$ cat config.mk
export PLATFORM = sky130hd
export DESIGN_NAME = rx_eth_dispatch
export DESIGN_NICKNAME = d
export VERILOG_FILES = /design/src/rtl/rx_eth_dispatch.sv
export SDC_FILE = /design/constraint.sdc
export NUM_CORES = 1
export LEC_CHECK = 0
export CAP_MARGIN = 20
export CORE_MARGIN = 1.5
export CORE_UTILIZATION = 47
export DETAILED_ROUTE_END_ITERATION = 8
export PLACE_DENSITY = 0.76
export SYNTH_ARGS = -nofsm -noshare
export SYNTH_HDL_FRONTEND = slang
export SYNTH_SLANG_ARGS = --single-unit
$ cat constraint.sdc
create_clock -name RX_CLK -period 2.7 [get_ports RX_CLK]
set_clock_uncertainty 0.2 [all_clocks]
set_input_delay 0.54 -clock RX_CLK [delete_from_list [all_inputs] [get_ports RX_CLK]]
set_output_delay 0.54 -clock RX_CLK [all_outputs]
set_load 0.02 [all_outputs]
$ cat src/rtl/rx_eth_dispatch.sv
// GMII receive front end: preamble/SFD detect, MAC filter, ethertype dispatch, FCS-stripped payload.
// Define RX_ETH_FCS_CHECK_EN to add CRC-32 checking of the received FCS.
module rx_eth_dispatch #(
  parameter int unsigned           OCT     = 8,
  parameter logic [OCT-1:0]        PRE     = 8'h55,
  parameter logic [OCT-1:0]        SFD     = 8'hD5,
  parameter int unsigned           N_CH    = 2,
  parameter logic [N_CH*16-1:0]    ETYPES  = {16'h0806, 16'h0800},
  parameter int unsigned           MAX_LEN = 1500,
  parameter int unsigned           CNT_W   = 16
) (
  input  logic             RX_CLK,
  input  logic             rst,
  input  logic [47:0]      mac_addr,
  input  logic             RX_DV,
  input  logic [OCT-1:0]   RXD,
  input  logic             RX_ER,
  output logic [OCT-1:0]   rx_payload,
  output logic             rx_payload_valid,
  output logic             rx_sof,
  output logic [N_CH-1:0]  rx_ch_sel,
  output logic             rx_done,
  output logic             rx_err,
  output logic [CNT_W-1:0] rx_drop_cnt
);

  localparam logic [10:0] PayOvl = 11'(MAX_LEN + 4);
  // 64-byte minimum frame less the 14 header bytes; also covers an incomplete FCS
  localparam logic [10:0] MinPay = 11'd50;

  typedef enum logic [2:0] {StIdle, StPre, StHdr, StPay, StDrop, StStat} state_e;

  state_e            state_q, state_d;
  logic              dv_q, start, fcs_bad, hit;
  logic [3:0]        hdr_cnt_q, hdr_cnt_d;
  logic [10:0]       pay_cnt_q, pay_cnt_d;
  logic              dst_own_q, dst_own_d, dst_bc_q, dst_bc_d;
  logic [OCT-1:0]    type_hi_q, type_hi_d;
  logic [OCT-1:0]    dl_q [4];
  logic [OCT-1:0]    dl_d [4];
  logic [OCT-1:0]    mac_b [8];
  logic              err_q, err_d, ovl_q, ovl_d;
  logic [OCT-1:0]    payload_q, payload_d;
  logic              valid_q, valid_d, sof_q, sof_d, done_q, done_d, rx_err_q, rx_err_d;
  logic [N_CH-1:0]   ch_sel_q, ch_sel_d, sel;
  logic [CNT_W-1:0]  drop_cnt_q, drop_cnt_d;

  assign start = RX_DV & ~dv_q;

  always_comb begin
    for (int i = 0; i < 6; i++) mac_b[i] = mac_addr[OCT*(5-i) +: OCT];
    mac_b[6] = '0;
    mac_b[7] = '0;
  end

  always_comb begin
    state_d    = state_q;
    hdr_cnt_d  = hdr_cnt_q;
    pay_cnt_d  = pay_cnt_q;
    dst_own_d  = dst_own_q;
    dst_bc_d   = dst_bc_q;
    type_hi_d  = type_hi_q;
    err_d      = err_q;
    ovl_d      = ovl_q;
    for (int i = 0; i < 4; i++) dl_d[i] = dl_q[i];
    payload_d  = payload_q;
    valid_d    = 1'b0;
    sof_d      = 1'b0;
    ch_sel_d   = ch_sel_q;
    done_d     = 1'b0;
    rx_err_d   = 1'b0;
    drop_cnt_d = drop_cnt_q;
    hit        = 1'b0;
    sel        = '0;
    unique case (state_q)
      StIdle, StStat: begin
        ch_sel_d = '0;
        state_d  = StIdle;
        if (start && RXD == PRE)      state_d = StPre;
        else if (start && RXD == SFD) state_d = StHdr;
      end
      StPre: begin
        if (!RX_DV)          state_d = StIdle;
        else if (RXD == SFD) state_d = StHdr;
        else if (RXD != PRE) state_d = StIdle;
      end
      StHdr: begin
        if (!RX_DV) begin
          state_d = StIdle;
        end else begin
          if (RX_ER) err_d = 1'b1;
          if (hdr_cnt_q < 4'd6) begin
            dst_own_d = dst_own_q & (RXD == mac_b[hdr_cnt_q[2:0]]);
            dst_bc_d  = dst_bc_q & (RXD == '1);
          end
          if (hdr_cnt_q == 4'd12) type_hi_d = RXD;
          if (hdr_cnt_q == 4'd13) begin
            // Descending scan so the lowest matching entry wins
            for (int i = N_CH - 1; i >= 0; i--) begin
              if ({type_hi_q, RXD} == ETYPES[16*i +: 16]) begin
                hit    = 1'b1;
                sel    = '0;
                sel[i] = 1'b1;
              end
            end
            if ((dst_own_q || dst_bc_q) && hit) begin
              state_d   = StPay;
              ch_sel_d  = sel;
              pay_cnt_d = '0;
            end else begin
              state_d = StDrop;
              if (drop_cnt_q != '1) drop_cnt_d = drop_cnt_q + 1'b1;
            end
          end else begin
            hdr_cnt_d = hdr_cnt_q + 4'd1;
          end
        end
      end
      StPay: begin
        if (!RX_DV) begin
          state_d  = StStat;
          done_d   = 1'b1;
          rx_err_d = err_q | (pay_cnt_q < MinPay) | fcs_bad;
        end else begin
          if (RX_ER) err_d = 1'b1;
          if (pay_cnt_q >= PayOvl) begin
            err_d   = 1'b1;
            ovl_d   = 1'b1;
            state_d = StDrop;
          end else begin
            dl_d[0] = RXD;
            for (int i = 1; i < 4; i++) dl_d[i] = dl_q[i-1];
            pay_cnt_d = pay_cnt_q + 11'd1;
            // Four bytes held back so the trailing FCS is never emitted
            if (pay_cnt_q >= 11'd4) begin
              payload_d = dl_q[3];
              valid_d   = 1'b1;
              sof_d     = (pay_cnt_q == 11'd4);
            end
          end
        end
      end
      StDrop: begin
        if (!RX_DV) begin
          if (ovl_q) begin
            state_d  = StStat;
            done_d   = 1'b1;
            rx_err_d = 1'b1;
          end else begin
            state_d = StIdle;
          end
        end
      end
      default: state_d = StIdle;
    endcase
    if (state_d == StHdr && state_q != StHdr) begin
      hdr_cnt_d = '0;
      dst_own_d = 1'b1;
      dst_bc_d  = 1'b1;
      err_d     = 1'b0;
      ovl_d     = 1'b0;
    end
  end

`ifdef RX_ETH_FCS_CHECK_EN
  logic [31:0] crc_q, crc_d, crc_rev;

  function automatic logic [31:0] crc_byte(input logic [31:0] c, input logic [OCT-1:0] b);
    logic [31:0] r;
    r = c;
    for (int i = 0; i < OCT; i++) r = (r[0] ^ b[i]) ? ((r >> 1) ^ 32'hEDB88320) : (r >> 1);
    return r;
  endfunction

  always_comb begin
    crc_d = crc_q;
    if (state_d == StHdr && state_q != StHdr) crc_d = '1;
    else if (RX_DV && (state_q == StHdr || state_q == StPay)) crc_d = crc_byte(crc_q, RXD);
    for (int i = 0; i < 32; i++) crc_rev[i] = crc_q[31-i];
  end

  assign fcs_bad = (crc_rev != 32'hC704DD7B);

  always_ff @(posedge RX_CLK or negedge rst) begin
    if (!rst) crc_q <= '1;
    else      crc_q <= crc_d;
  end
`else
  assign fcs_bad = 1'b0;
`endif

  always_ff @(posedge RX_CLK or negedge rst) begin
    if (!rst) begin
      state_q    <= StIdle;
      dv_q       <= 1'b1;
      hdr_cnt_q  <= '0;
      pay_cnt_q  <= '0;
      dst_own_q  <= 1'b0;
      dst_bc_q   <= 1'b0;
      type_hi_q  <= '0;
      for (int i = 0; i < 4; i++) dl_q[i] <= '0;
      err_q      <= 1'b0;
      ovl_q      <= 1'b0;
      payload_q  <= '0;
      valid_q    <= 1'b0;
      sof_q      <= 1'b0;
      ch_sel_q   <= '0;
      done_q     <= 1'b0;
      rx_err_q   <= 1'b0;
      drop_cnt_q <= '0;
    end else begin
      state_q    <= state_d;
      dv_q       <= RX_DV;
      hdr_cnt_q  <= hdr_cnt_d;
      pay_cnt_q  <= pay_cnt_d;
      dst_own_q  <= dst_own_d;
      dst_bc_q   <= dst_bc_d;
      type_hi_q  <= type_hi_d;
      for (int i = 0; i < 4; i++) dl_q[i] <= dl_d[i];
      err_q      <= err_d;
      ovl_q      <= ovl_d;
      payload_q  <= payload_d;
      valid_q    <= valid_d;
      sof_q      <= sof_d;
      ch_sel_q   <= ch_sel_d;
      done_q     <= done_d;
      rx_err_q   <= rx_err_d;
      drop_cnt_q <= drop_cnt_d;
    end
  end

  assign rx_payload       = payload_q;
  assign rx_payload_valid = valid_q;
  assign rx_sof           = sof_q;
  assign rx_ch_sel        = ch_sel_q;
  assign rx_done          = done_q;
  assign rx_err           = rx_err_q;
  assign rx_drop_cnt      = drop_cnt_q;

endmodule

==> out/results.txt, run 1 <==
synthesized area per cell - 11.3 sq um
Met2 Wirelength - 5190 um
Synth cell types - 58
clock tree buffer depth - 2
final setup violating endpoints - 0
Detail Route Antenna Nets - 0
Slew headroom - 0.650
Slew @ Worst Pin - 0.523 ns
Worst Hold Slack - 0.295 ns
Initial Util - 0.486
CTS Root Cell - clkbuf_8
Die H - 104 um
total CTS buffers - 9
Syn. warnings - 0
f_max - 0.393 GHz
DRT iter0 DRCs - 144
Cell Rows - 36
slowest cell delay on critical path - 0.52 ns
TNS Setup - 0 ns
clk slew on worst S/H paths - 0.10 ns
routability-driven placement congestion ratio - 0.849
top sig layer - met4
CTS sink cnt - 93
Yosys top cell by area - dfrtp_1
IO Pins - 90
IO buf count - 89
Seq/Total Area, Yosys - 0.488
Syn Inst Count - 421
DR vias - 3694
critical-path cell list - clkdlybuf4s50_1, and2_1, o22ai_2, o211ai_1, or3_1, nor2_1, xor2_1
Yosys top cell area share - 0.483
dpl ws - -0.181 ns
# nets final - 596
layout cells sized above 1 - 0.215
Async SR Flop Fraction - 1.00
Antenna diodes - 0
total wire length - 10400 um
vias per cell - 5.52
Synthesized Nets - 486
Pwr Total - 2.67 mW
slowest CP cell - clkdlybuf4s50_1
smallest setup slack after layout - 0.156 ns
Arr. time, crit path - 2.63 ns
H-tree levels - 3
leak pwr - 2.91 nW
worst hold stages - 1
crit-path max FO - 5
drt drc - 0
synth top area cells - dfrtp_1 48%, mux2_2 12%, xnor2_1 3.1%
CTS tree - yes
Tcrit/Tclk final - 0.942
most common cell in the netlist - dfrtp_1
crit path kind - primary input to flop
Critical Path RT - 2.78 ns
Seq cells post-synth - 93
Pre-antenna DRT Iters - 5
Final Hold Viols - 0
R2R Path Start - hdr_cnt_q[0]
Primary FF master, synth - dfrtp_1
initial antenna violation count - 0
mapped cell area - 0.00477 sq mm
max_cap viols - 0
Critical R2R Capture - dst_own_q
metal3 WL - 459 um
Core Footprint - 0.00982 sq mm
crit path time final - 2.54 ns
Worst Hold End - rx_drop_cnt[10]
R2R cell count - 7
Post-Layout Cell Count - 669
area delta synth->final - 29.7%
met1 WL - 4580 um
first-pass GRT wire length - 18000 um
PwrDens - 432 mW/mm^2
Hold Path Class - flop to flop
hold path startpoint - rx_drop_cnt[10]
die area - 0.0108 sq mm
top cells by count, synth - 92 x dfrtp_1, 49 x mux2_2, 31 x nor2_1, 26 x nand2_1, 19 x nand3_1
Post-synth EDFFs - 0
startpoint types - primary input
total grt overflow - 0
RSZ-0062 raised after global routing - false
status - finished, final reports clean
largest net degree at the start of global routing - 48
post-DP HPWL - 7860 um
R2R setup slack - 0.29 ns
max-slew violations - 0
GRT Overall Usage - 0.207
DR WL/cell - 15.6 um
postcts setup bufs - 0
die width - 104 um
Peak VDD IR - 0.222 mV
CP endpoint kind - flop
worst skew pair latency - 0.37 ns
vias in the first global route - 3742
placed cell count - 652
-- per-stage QoR --
step           utilization  area, sq um
3_3_place_gp         0.607         5960
6_report             0.630         6190
4_1_cts              0.630         6180
3_5_place_dp         0.607         5960
2_1_floorplan            -         4770
5_1_grt              0.630         6190
-- registers in the layout (all words and copies together), names as in the netlist, 2 cells and up --
signal and cells:
dl_q 32, hdr_cnt_q 4, rx_payload 8, rx_ch_sel 2
type_hi_q 8, pay_cnt_q 11, state_q 3, rx_drop_cnt 16
-- cell usage in the layout (no fill, tap or decap), drive strengths merged, types with 15 or more instances in the layout --
cell | Yosys | layout
mux2 | 49 | 49
xnor2 | 17 | 17
nand3 | 19 | 19
buf | 14 | 30
inv | 11 | 15
nor3 | 17 | 17
nor2 | 33 | 33
nand2 | 27 | 27
clkdlybuf4s50 | 0 | 88
dfrtp | 92 | 92
-- layout make-up --
| cell class | count | area, sq um |
|---|---|---|
| Multi-Input combinational cell | 297 | 2300 |
| Tap cell | 133 | 166 |
| Inverter | 11 | 41.3 |
| Clock inverter | 7 | 87.6 |
| Timing Repair Buffer | 119 | 1140 |
| Clock buffer | 9 | 124 |
| Sequential cell | 93 | 2330 |
| Fill cell | 833 | 3630 |
-- cell families after synthesis --
| family | after synthesis | share of synthesized area |
|---|---|---|
| AO/OA/AOI/OAI | 50 | 0.0777 |
| XOR/XNOR | 29 | 0.0533 |
| adder cells (fa/ha/maj) | 6 | 0.0152 |
| buffers and inverters | 31 | 0.0302 |
| flip-flops | 93 | 0.488 |
| multiplexers | 69 | 0.173 |
| AND/OR/NAND/NOR | 143 | 0.162 |
-- what timing repair did --
action | CTS | global route
resized for setup | 0 | 1
setup endpoints to repair | 0 | 1
endpoints found under the hold margin | 22 | 0
hold buffers | 1 | 0
-- worst max-delay path, delay by kind of cell --
kind,cells,cell delay [ns]
buffers and inverters,1,0.52
AO/OA/AOI/OAI,2,0.51
AND/OR/NAND/NOR,3,0.85
XOR/XNOR,1,0.19
-- worst max path at each step --
| stage | to | depth (start not counted) | startpoint |
|---|---|---|---|
| floorplan | pay_cnt_q[10] | 10 | hdr_cnt_q[1] |
| global placement | rx_drop_cnt[1] | 7 | RXD[0] |
| detailed placement | rx_drop_cnt[1] | 7 | RXD[0] |
| CTS | dst_own_q | 7 | hdr_cnt_q[0] |
| global route | rx_drop_cnt[8] | 7 | RXD[2] |
| finish | rx_drop_cnt[8] | 7 | RXD[2] |
-- power breakdown --
part | internal, mW | switching, mW
Clock | 0.451 | 0.529
Sequential | 1.40 | 0.0119
Combinational | 0.162 | 0.121
-- metal layers --
metal / vias up / track usage
li1: 1736 / -
met1: 1835 / 0.266
met2: 108 / 0.350
met3: 15 / 0.0384
met4: 0 / 0.0784
met5: - / 0
No activity file was read; power rests on OpenSTA's default activity.
==> run 2, diff against run 1 <==
--- a/config.mk
+++ b/config.mk
@@ -10,6 +10,8 @@
 export CORE_UTILIZATION = 47
 export DETAILED_ROUTE_END_ITERATION = 8
 export PLACE_DENSITY = 0.76
+export REMOVE_ABC_BUFFERS = 1
+export SLEW_MARGIN = 25
 export SYNTH_ARGS = -nofsm -noshare
 export SYNTH_HDL_FRONTEND = slang
 export SYNTH_SLANG_ARGS = --single-unit
==> run 2 against run 1 <==
  * Combinational power decreased by 2%
  * Non-clock buffer count decreased by 2
  * Critical path type unchanged
  * Wire length decreased by 3.2%
  * Total power decreased by 3.0%
  * Highest routed layer unchanged
  * Critical endpoint is now pay_cnt_q[9]
==> out/results.txt, run 2 (same netlist as run 1, synthesis figures left out) <==
status - finished, final reports clean
Core Footprint - 0.00982 sq mm
IO Pins - 90
slowest cell delay on critical path - 0.44 ns
Peak VDD IR - 0.204 mV
Pwr Total - 2.59 mW
first-pass GRT wire length - 17400 um
R2R Path Start - hdr_cnt_q[1]
area delta synth->final - 28.7%
worst skew pair latency - 0.37 ns
crit path kind - primary input to flop
GRT Overall Usage - 0.201
Pre-antenna DRT Iters - 4
initial antenna violation count - 0
vias in the first global route - 3670
RSZ-0062 raised after global routing - false
crit-path max FO - 7
Tcrit/Tclk final - 0.917
CP delay by family, top - simple AND/OR/NAND/NOR gates
PwrDens - 423 mW/mm^2
IO buf count - 89
Die H - 104 um
most frequent cells in the layout - 91 x dfrtp_1, 88 x clkdlybuf4s50_1, 49 x mux2_2, 31 x nor2_1, 27 x buf_4
R2R setup slack - 0.28 ns
f_max - 0.404 GHz
total CTS buffers - 9
max_cap viols - 0
DR WL/cell - 15.1 um
Buf/Inv on CP - 2
CTS Root Cell - clkbuf_8
total wire length - 10100 um
top sig layer - met4
max-slew violations - 0
Initial Util - 0.486
Slew @ Worst Pin - 0.508 ns
clock tree buffer depth - 2
hold path startpoint - rx_drop_cnt[6]
total grt overflow - 0
DR vias - 3594
die area - 0.0108 sq mm
Worst Hold End - rx_drop_cnt[6]
leak pwr - 2.88 nW
Final Hold Viols - 0
final setup violating endpoints - 0
Critical R2R Capture - pay_cnt_q[9]
Slew headroom - 0.661
postcts setup bufs - 0
H-tree levels - 3
CP endpoint kind - flop
startpoint types - primary input
die width - 104 um
metal3 WL - 446 um
post-DP HPWL - 7610 um
Antenna diodes - 0
crit path time final - 2.48 ns
Met2 Wirelength - 4970 um
vias per cell - 5.39
clk slew on worst S/H paths - 0.09 ns
post-layout util - 0.625
CTS tree - yes
commonest non-fill, non-tap cell in the layout - dfrtp_1
Largest register FFs - 32
slowest CP cell - clkdlybuf4s50_1
Detail Route Antenna Nets - 0
CTS sink cnt - 93
Reg with most FFs - dl_q
DRT iter0 DRCs - 189
routability-driven placement congestion ratio - 0.893
Critical Path RT - 2.76 ns
layout cells sized above 1 - 0.212
met1 WL - 4450 um
worst hold stages - 1
Hold Path Class - flop to flop
drt drc - 0
R2R cell count - 8
Arr. time, crit path - 2.54 ns
largest net degree at the start of global routing - 40
# nets final - 594
critical-path cell list - clkdlybuf4s50_1, nor4b_2, nand4_2, o41ai_4, buf_4, nand3b_1, xnor2_1, nor2_1
Cell Rows - 36
run 2: cell count changes in the layout (fill, tap and decap cells not counted), sizes merged:
cell      previous run  this run
buf                 30        28
bufinv               1         0
clkbuf               9        10
clkinv               2         1
clkinvlp             0         1
run 2: worst reg2reg max path, delay by kind of cell, from the launching register on:
kind / cells / cell delay (ns)
DFF: 1 / 0.51
AOI/OAI and AO/OA: 1 / 0.50
buffers and inverters: 2 / 0.38
adders and majority gates: 1 / 0.17
and+or+nand+nor: 3 / 0.38
xor gates and xnor gates: 1 / 0.18
run 2: timing repair:
action	4_1_cts	5_1_grt
hold buffers	1	0
gates resized for setup	0	1
hold endpoints to repair	37	0
setup endpoints to repair	0	2
run 2: area by class of cell:
cell class | instances | area (sq um)
clock inverters | 6 | 52.6
clock buffers | 10 | 138
repair buffers | 117 | 1110
flip-flops and latches | 93 | 2330
inverters | 11 | 41.3
multi-input cells | 297 | 2300
well taps | 133 | 166
fillers | 830 | 3680
run 2: how the worst max path moves through the flow:
| stage | from | cells after the start | end | slack, ns |
|---|---|---|---|---|
| final | RXD[0] | 8 | pay_cnt_q[9] | 0.22 |
| after global routing | hdr_cnt_q[1] | 7 | rx_drop_cnt[5] | 0.10 |
| after detailed placement | RXD[0] | 8 | pay_cnt_q[5] | -0.11 |
| after global placement | RXD[3] | 8 | pay_cnt_q[5] | -0.07 |
| after floorplan | state_q[0] | 5 | rx_payload[0] | 0.06 |
| after CTS | hdr_cnt_q[0] | 6 | dst_own_q | 0.12 |
run 2: power breakdown:
group          leakage (nW)  total (mW)  switching, mW  internal, mW
registers              1.27        1.41         0.0132          1.40
logic                  1.52       0.277          0.115         0.162
clock network        0.0971       0.905          0.527         0.378
run 2: routing by layer:
metal  up-vias  global-route usage
li1       1730                   -
met5         -                   0
met2       104               0.332
met1      1744               0.251
met3        16              0.0434
met4         0              0.0962
run 2: through the flow:
step / setup slack [ns] / std cells / TNS, ns / hold slack [ns] / instance area (sq um)
final: 0.223 / 667 / 0 / 0.301 / 6140
after global routing: 0.105 / 667 / 0 / 0.323 / 6140
after CTS: 0.120 / 667 / 0 / 0.307 / 6140
after detailed placement: -0.106 / 650 / -1.20 / 0.289 / 5940
after global placement: -0.0745 / 650 / -0.549 / 0.275 / 5940
after floorplan: 0.0607 / 401 / 0 / 0.0444 / 4670
